[src/rtl/uart_pkg.sv]
// Shared types and frame-format helpers for the UART transmitter
// (and the receiver planned to reuse them).
package uart_pkg;

  typedef enum logic [2:0] {
    ST_IDLE,
    ST_START,
    ST_DATA,
    ST_PARITY,
    ST_STOP
  } tx_state_e;

  typedef enum logic [1:0] {
    PAR_NONE = 2'd0,
    PAR_EVEN = 2'd1,
    PAR_ODD  = 2'd2
  } parity_e;

  // data_bits code 0..3 selects 5..8 data bits
  function automatic logic [3:0] data_len(input logic [1:0] code);
    return 4'd5 + {2'b00, code};
  endfunction

  function automatic logic [7:0] data_mask(input logic [1:0] code);
    return 8'hFF >> (2'd3 - code);
  endfunction

  // Code 3 is reserved and behaves like "no parity"
  function automatic parity_e parity_decode(input logic [1:0] code);
    case (code)
      2'd1:    return PAR_EVEN;
      2'd2:    return PAR_ODD;
      default: return PAR_NONE;
    endcase
  endfunction

endpackage

[src/rtl/sync_fifo.sv]
// Single-clock FIFO with occupancy count; pushes when full and pops when
// empty are ignored.
module sync_fifo #(
  parameter int WIDTH = 8,
  parameter int DEPTH = 16
) (
  input  logic                     clk,
  input  logic                     resetn,
  input  logic                     push,
  input  logic                     pop,
  input  logic [WIDTH-1:0]         din,
  output logic [WIDTH-1:0]         dout,
  output logic [$clog2(DEPTH):0]   level,
  output logic                     full,
  output logic                     empty
);

  localparam int AW = $clog2(DEPTH);

  logic [WIDTH-1:0] mem_q [DEPTH];
  logic [AW-1:0]    wr_ptr_q, rd_ptr_q;
  logic [AW:0]      level_q, level_d;
  logic             do_push, do_pop;

  assign full    = (level_q == (AW+1)'(DEPTH));
  assign empty   = (level_q == '0);
  assign do_push = push && !full;
  assign do_pop  = pop && !empty;
  assign dout    = mem_q[rd_ptr_q];
  assign level   = level_q;

  always_comb begin
    level_d = level_q;
    if (do_push && !do_pop) begin
      level_d = level_q + (AW+1)'(1);
    end else if (do_pop && !do_push) begin
      level_d = level_q - (AW+1)'(1);
    end
  end

  // Pointers wrap naturally because DEPTH is a power of two
  always_ff @(posedge clk) begin
    if (!resetn) begin
      wr_ptr_q <= '0;
      rd_ptr_q <= '0;
      level_q  <= '0;
    end else begin
      if (do_push) wr_ptr_q <= wr_ptr_q + AW'(1);
      if (do_pop)  rd_ptr_q <= rd_ptr_q + AW'(1);
      level_q <= level_d;
    end
  end

  always_ff @(posedge clk) begin
    if (do_push) mem_q[wr_ptr_q] <= din;
  end

endmodule

[src/rtl/tx_uart_cfg.sv]
// UART transmitter with TX FIFO and per-frame format (5-8 data bits,
// none/even/odd parity, 1 or 2 stop bits); format is latched at each pop.
module tx_uart_cfg
  import uart_pkg::*;
#(
  parameter int FIFO_DEPTH = 16,
  parameter int DIV_WIDTH  = 16
) (
  input  logic                          clk,
  input  logic                          resetn,
  input  logic                          valid,
  input  logic [7:0]                    tx_data,
  output logic                          ready,
  input  logic [DIV_WIDTH-1:0]          div,
  input  logic [1:0]                    data_bits,
  input  logic [1:0]                    parity,
  input  logic                          two_stop,
  output logic                          tx_out,
  output logic                          busy,
  output logic [$clog2(FIFO_DEPTH):0]   level
);

  localparam int LW = $clog2(FIFO_DEPTH) + 1;

  tx_state_e            state_q;
  parity_e              par_q;
  logic                 tx_out_q, en_q, two_stop_q, stop_idx_q;
  logic [DIV_WIDTH-1:0] cnt_q, div_lat_q, div_eff_d;
  logic [2:0]           bit_idx_q, last_idx_q;
  logic [7:0]           shreg_q, fifo_dout;
  logic [LW-1:0]        fifo_level;
  logic                 fifo_full, fifo_empty;
  logic                 push_d, pop_d, sym_end_d, stop_done_d, line_d;

  sync_fifo #(.WIDTH(8), .DEPTH(FIFO_DEPTH)) u_fifo (
    .clk    (clk),
    .resetn (resetn),
    .push   (push_d),
    .pop    (pop_d),
    .din    (tx_data),
    .dout   (fifo_dout),
    .level  (fifo_level),
    .full   (fifo_full),
    .empty  (fifo_empty)
  );

  // ready stays low through reset and rises on the first cycle after it
  assign ready       = en_q && !fifo_full;
  assign push_d      = valid && ready;
  assign sym_end_d   = (cnt_q == '0);
  assign stop_done_d = sym_end_d && (!two_stop_q || stop_idx_q);
  assign pop_d       = !fifo_empty &&
                       ((state_q == ST_IDLE) || (state_q == ST_STOP && stop_done_d));
  assign div_eff_d   = (div < DIV_WIDTH'(2)) ? DIV_WIDTH'(2) : div;
  assign busy        = (state_q != ST_IDLE) || !fifo_empty;
  assign tx_out      = tx_out_q;
  assign level       = fifo_level;

  // shreg_q is masked at load, so its XOR covers exactly the sent bits
  always_comb begin
    line_d = 1'b1;
    case (state_q)
      ST_START:  line_d = 1'b0;
      ST_DATA:   line_d = shreg_q[bit_idx_q];
      ST_PARITY: line_d = (^shreg_q) ^ (par_q == PAR_ODD);
      default:   line_d = 1'b1;
    endcase
  end

  always_ff @(posedge clk) begin
    if (!resetn) begin
      state_q    <= ST_IDLE;
      tx_out_q   <= 1'b1;
      en_q       <= 1'b0;
      cnt_q      <= '0;
      bit_idx_q  <= '0;
      stop_idx_q <= 1'b0;
    end else begin
      en_q     <= 1'b1;
      tx_out_q <= line_d;
      if (pop_d) begin
        shreg_q    <= fifo_dout & data_mask(data_bits);
        last_idx_q <= 3'(data_len(data_bits) - 4'd1);
        par_q      <= parity_decode(parity);
        two_stop_q <= two_stop;
        div_lat_q  <= div_eff_d;
        cnt_q      <= div_eff_d - DIV_WIDTH'(1);
        state_q    <= ST_START;
      end else if (state_q != ST_IDLE) begin
        if (!sym_end_d) begin
          cnt_q <= cnt_q - DIV_WIDTH'(1);
        end else begin
          cnt_q <= div_lat_q - DIV_WIDTH'(1);
          case (state_q)
            ST_START: begin
              state_q   <= ST_DATA;
              bit_idx_q <= '0;
            end
            ST_DATA: begin
              if (bit_idx_q == last_idx_q) begin
                state_q    <= (par_q == PAR_NONE) ? ST_STOP : ST_PARITY;
                stop_idx_q <= 1'b0;
              end else begin
                bit_idx_q <= bit_idx_q + 3'd1;
              end
            end
            ST_PARITY: begin
              state_q    <= ST_STOP;
              stop_idx_q <= 1'b0;
            end
            ST_STOP: begin
              if (stop_done_d) state_q <= ST_IDLE;
              else             stop_idx_q <= 1'b1;
            end
            default: state_q <= ST_IDLE;
          endcase
        end
      end
    end
  end

endmodule

[config.mk]
export PLATFORM = sky130hd
export DESIGN_NAME = tx_uart_cfg
export DESIGN_NICKNAME = d
export VERILOG_FILES = /design/src/rtl/uart_pkg.sv /design/src/rtl/sync_fifo.sv /design/src/rtl/tx_uart_cfg.sv
export SDC_FILE = /design/constraint.sdc
export NUM_CORES = 1
export LEC_CHECK = 0
export ABC_AREA = 1
export CAP_MARGIN = 15
export CORE_UTILIZATION = 35
export DETAILED_ROUTE_END_ITERATION = 10
export GPL_TIMING_DRIVEN = 0
export PLACE_DENSITY_LB_ADDON = 0.2
export SYNTH_ARGS = -nofsm -noshare
export SYNTH_HDL_FRONTEND = slang
export SYNTH_SLANG_ARGS = --single-unit
[constraint.sdc]
create_clock -name clk -period 8.4 [get_ports clk]
set_clock_uncertainty 0.2 [all_clocks]
set_input_delay 1.68 -clock clk [delete_from_list [all_inputs] [get_ports clk]]
set_output_delay 1.68 -clock clk [all_outputs]
set_load 0.02 [all_outputs]
==> impl_results.md <==
- Crit-path max cell delay: 710 ps
- Ys Warns: 0
- Fill count: 2439
- CTS Buffer Depth: 2
- Die area: 26900 µm²
- Setup bufs post-CTS: 0
- Root Buffer: clkbuf_16
- Yosys top cell by area: edfxtp_1
- Crit path DAT: 3060 ps
- Grt ovf: 0
- Setup TNS: 0 ps
- Gr busiest metal: met2
- Seq pwr share: 36.3%
- Initial antenna violation count: 0
- Synth area leaders: edfxtp_1 51%, dfxtp_1 9.2%, nand2_1 6.3%, nor2_1 6.1%, o21ai_0 5.0%
- IO Pins: 40
- R2R cell count: 18
- Hold path cells: 2
- CP max FO: 10
- Total wire length: 23.4 mm
- CP cell instances: inv_1, nand4_2, clkbuf_1, nor2_1, inv_1, clkbuf_1, clkdlybuf4s50_1
- RSZ-0062 raised after global routing: no
- Final Hold Viols: 0
- Logic gate share of total power: 38.0%
- Post-Syn Instances: 941
- Hold buffers post-CTS: 0
- Antenna fix cells: 0
- Routed Antenna Nets: 0
- Post-synthesis average cell area: 9.76 µm²
- Leak Pwr: 3.93 nW
- Sequential cell area fraction in the yosys report: 60.5%
- Yosys top cell area share: 51.3%
- Detailed placer's ending HPWL: 16.0 mm
- Reg-to-reg setup timing slack: 5190 ps
- GRT met2 Usage: 29.5%
- Commonest non-fill, non-tap cells in the layout: 157 x edfxtp_1, 155 x nand2_1, 149 x nor2_1, 95 x inv_1, 92 x o21ai_0
- # rows: 58
- Most common cell after layout, fill and taps aside: edfxtp_1
- CP required: 6520 ps
- Tmin final: 4940 ps
- Port Buf Inserts: 39
- Setup WS post-layout: 3460 ps
- Setup violation total in the final timing report: 0
- Worst setup SP type: flop
- Syn Nets: 987
- CTS tree: done
- Core area: 25500 µm²
- Die height: 164 µm
- Overall power: 3.43 mW
- Critical path capture point type: output pin
- RePlAce Congestion: 0.835
- Synthesis-to-finish area growth: 16.2%
- Dominant synthesized flop cell: edfxtp_1
- Hold Crit Class: flop to flop
- Share of cells above drive strength 1: 6.91%
- Pwr dens: 321 nW/µm²
- Hold Path Origin: stop_idx_q
- Final #Nets: 1046
- Internal power: 2.02 mW
- Later-pin clock latency in the skew report: 450 ps
- Yosys reg bits: 199
- Area taken by multi-input logic gates: 3040 µm²
- Core Util, Final: 41.9%
- CTS clk-pin slew, worst paths: 80 ps
- DR iter-0 viols: 566
- Largest net degree at the start of global routing: 25
- RR Startpoint: cnt_q[3]
- First-pass GRT wire length: 36.0 mm
- Post-placement setup slack: 3860 ps
- Met1 Use GR: 25.0%
- EDFF count, synth: 157
- Slowest CP cell: clkdlybuf4s50_1
- DRT Pass-1 Iters: 5
- Synth Cell Area: 9190 µm²
- Sw Share: 41.0%
- H-tree Lvls: 4
- Sequential Area: 5560 µm²
- Met3 Use GR: 2.50%
- R2R Path End: u_fifo.level[4]
- Avg Vias per Cell: 5.07
- Kind of critical path: flop to output pin
- Max-slew violation count: 0
- Peak supply drop: 0.130 mV
- Worst slew margin: 25.0%
- CTS buffer count: 17
- # resized after CTS: 0
- F_max: 203 MHz
- Unique masters post-synth: 39
- Status: complete, no violations
- Net switching power: 1.41 mW
- WL/cell: 17.4 µm
- Vias in the first global route: 6441
- Final instance area: 10700 µm²
- Starting utilization of the core area: 36.1%
- DP Area: 10000 µm²
- Hold path endpoint: stop_idx_q
- Asr flop ratio synth: 0%
- Power share of the clock group: 25.7%
- DR DRC count: 0
- DR vias: 6804
- Tcrit/Tclk final: 58.8%
- Worst-Margin Slew: 1120 ps
- Die width: 164 µm
- Max_cap viols: 0
- Clk sinks: 199
- All-Layer GR Usage: 18.1%
==> per-stage QoR <==
stage | cells | hold slack [ps]
6_report | 1343 | 273
4_1_cts | 1343 | 276
5_1_grt | 1343 | 304
3_3_place_gp | 1310 | 254
2_1_floorplan | 941 | 239
3_5_place_dp | 1311 | 263
==> critical path, delay by kind of cell (launching register included) <==
kind                   cells  cell delay (ps)
flip-flops                 1              380
buffers and inverters      5             1820
AND/OR/NAND/NOR            2              410
==> cell type report <==
class,instances,share of cell area (%)
sequential,199,52.0
inverter,100,3.52
multi-input combinational,590,28.5
timing repair buffer,40,3.92
tap,330,3.87
clock buffer,17,3.99
buffer,52,2.05
clock inverter,15,2.11
==> synth_stat cells (all sizes together) (9+ instances only) <==
master / instances
nand2: 165
nor2: 158
edfxtp: 157
inv: 99
o21ai: 94
clkbuf: 45
dfxtp: 42
nand3: 31
a21oi: 29
o221ai: 27
nand4: 22
ha: 13
o211ai: 9
o22ai: 9
==> metal layers <==
layer / wire [µm] / up-vias
met5: 0 / -
met4: 301 / 0
met3: 1250 / 22
met2: 10800 / 186
met1: 11000 / 3257
li1: - / 3339
==> worst max path at each step <==
stage / startpoint / depth (start not counted) / to
2_1_floorplan: resetn / 3 / div_lat_q[0]
3_3_place_gp: resetn / 4 / last_idx_q[0]
3_5_place_dp: div[13] / 18 / cnt_q[12]
4_1_cts: u_fifo.level[1] / 7 / busy
5_1_grt: u_fifo.level[1] / 7 / busy
6_report: u_fifo.level[1] / 7 / busy
==> kinds of logic (layout without fill, tap and decap cells) <==
kind of cell | Yosys count | count (layout) | synth area share (%)
and+or+nand+nor | 384 | 384 | 18.2
DFF | 199 | 199 | 60.5
AOI/OAI and AO/OA | 180 | 180 | 11.7
buffers and inverters | 152 | 224 | 6.47
adders and majority gates | 14 | 14 | 1.99
xor gates and xnor gates | 12 | 12 | 1.14
==> state kept, by name, indices dropped and copies added (netlist names), named ones only <==
name	count
bit_idx_q	3
cnt_q	16
div_lat_q	16
en_q	1
last_idx_q	2
par_q	2
shreg_q	8
state_q	3
stop_idx_q	1
two_stop_q	1
tx_out	1
u_fifo.level	5
u_fifo.mem_q	128
u_fifo.rd_ptr_q	4
u_fifo.wr_ptr_q	4
==> power groups by stage <==
stage / sequential, mW / combinational (mW) / clock [mW]
6_report: 1.25 / 1.30 / 0.881
3_3_place_gp: 1.27 / 1.28 / 0
2_1_floorplan: 1.26 / 0.885 / 0
3_5_place_dp: 1.27 / 1.30 / 0
5_1_grt: 1.26 / 1.45 / 0.932
4_1_cts: 1.25 / 1.30 / 0.894
(Power assumes the default switching activity.)
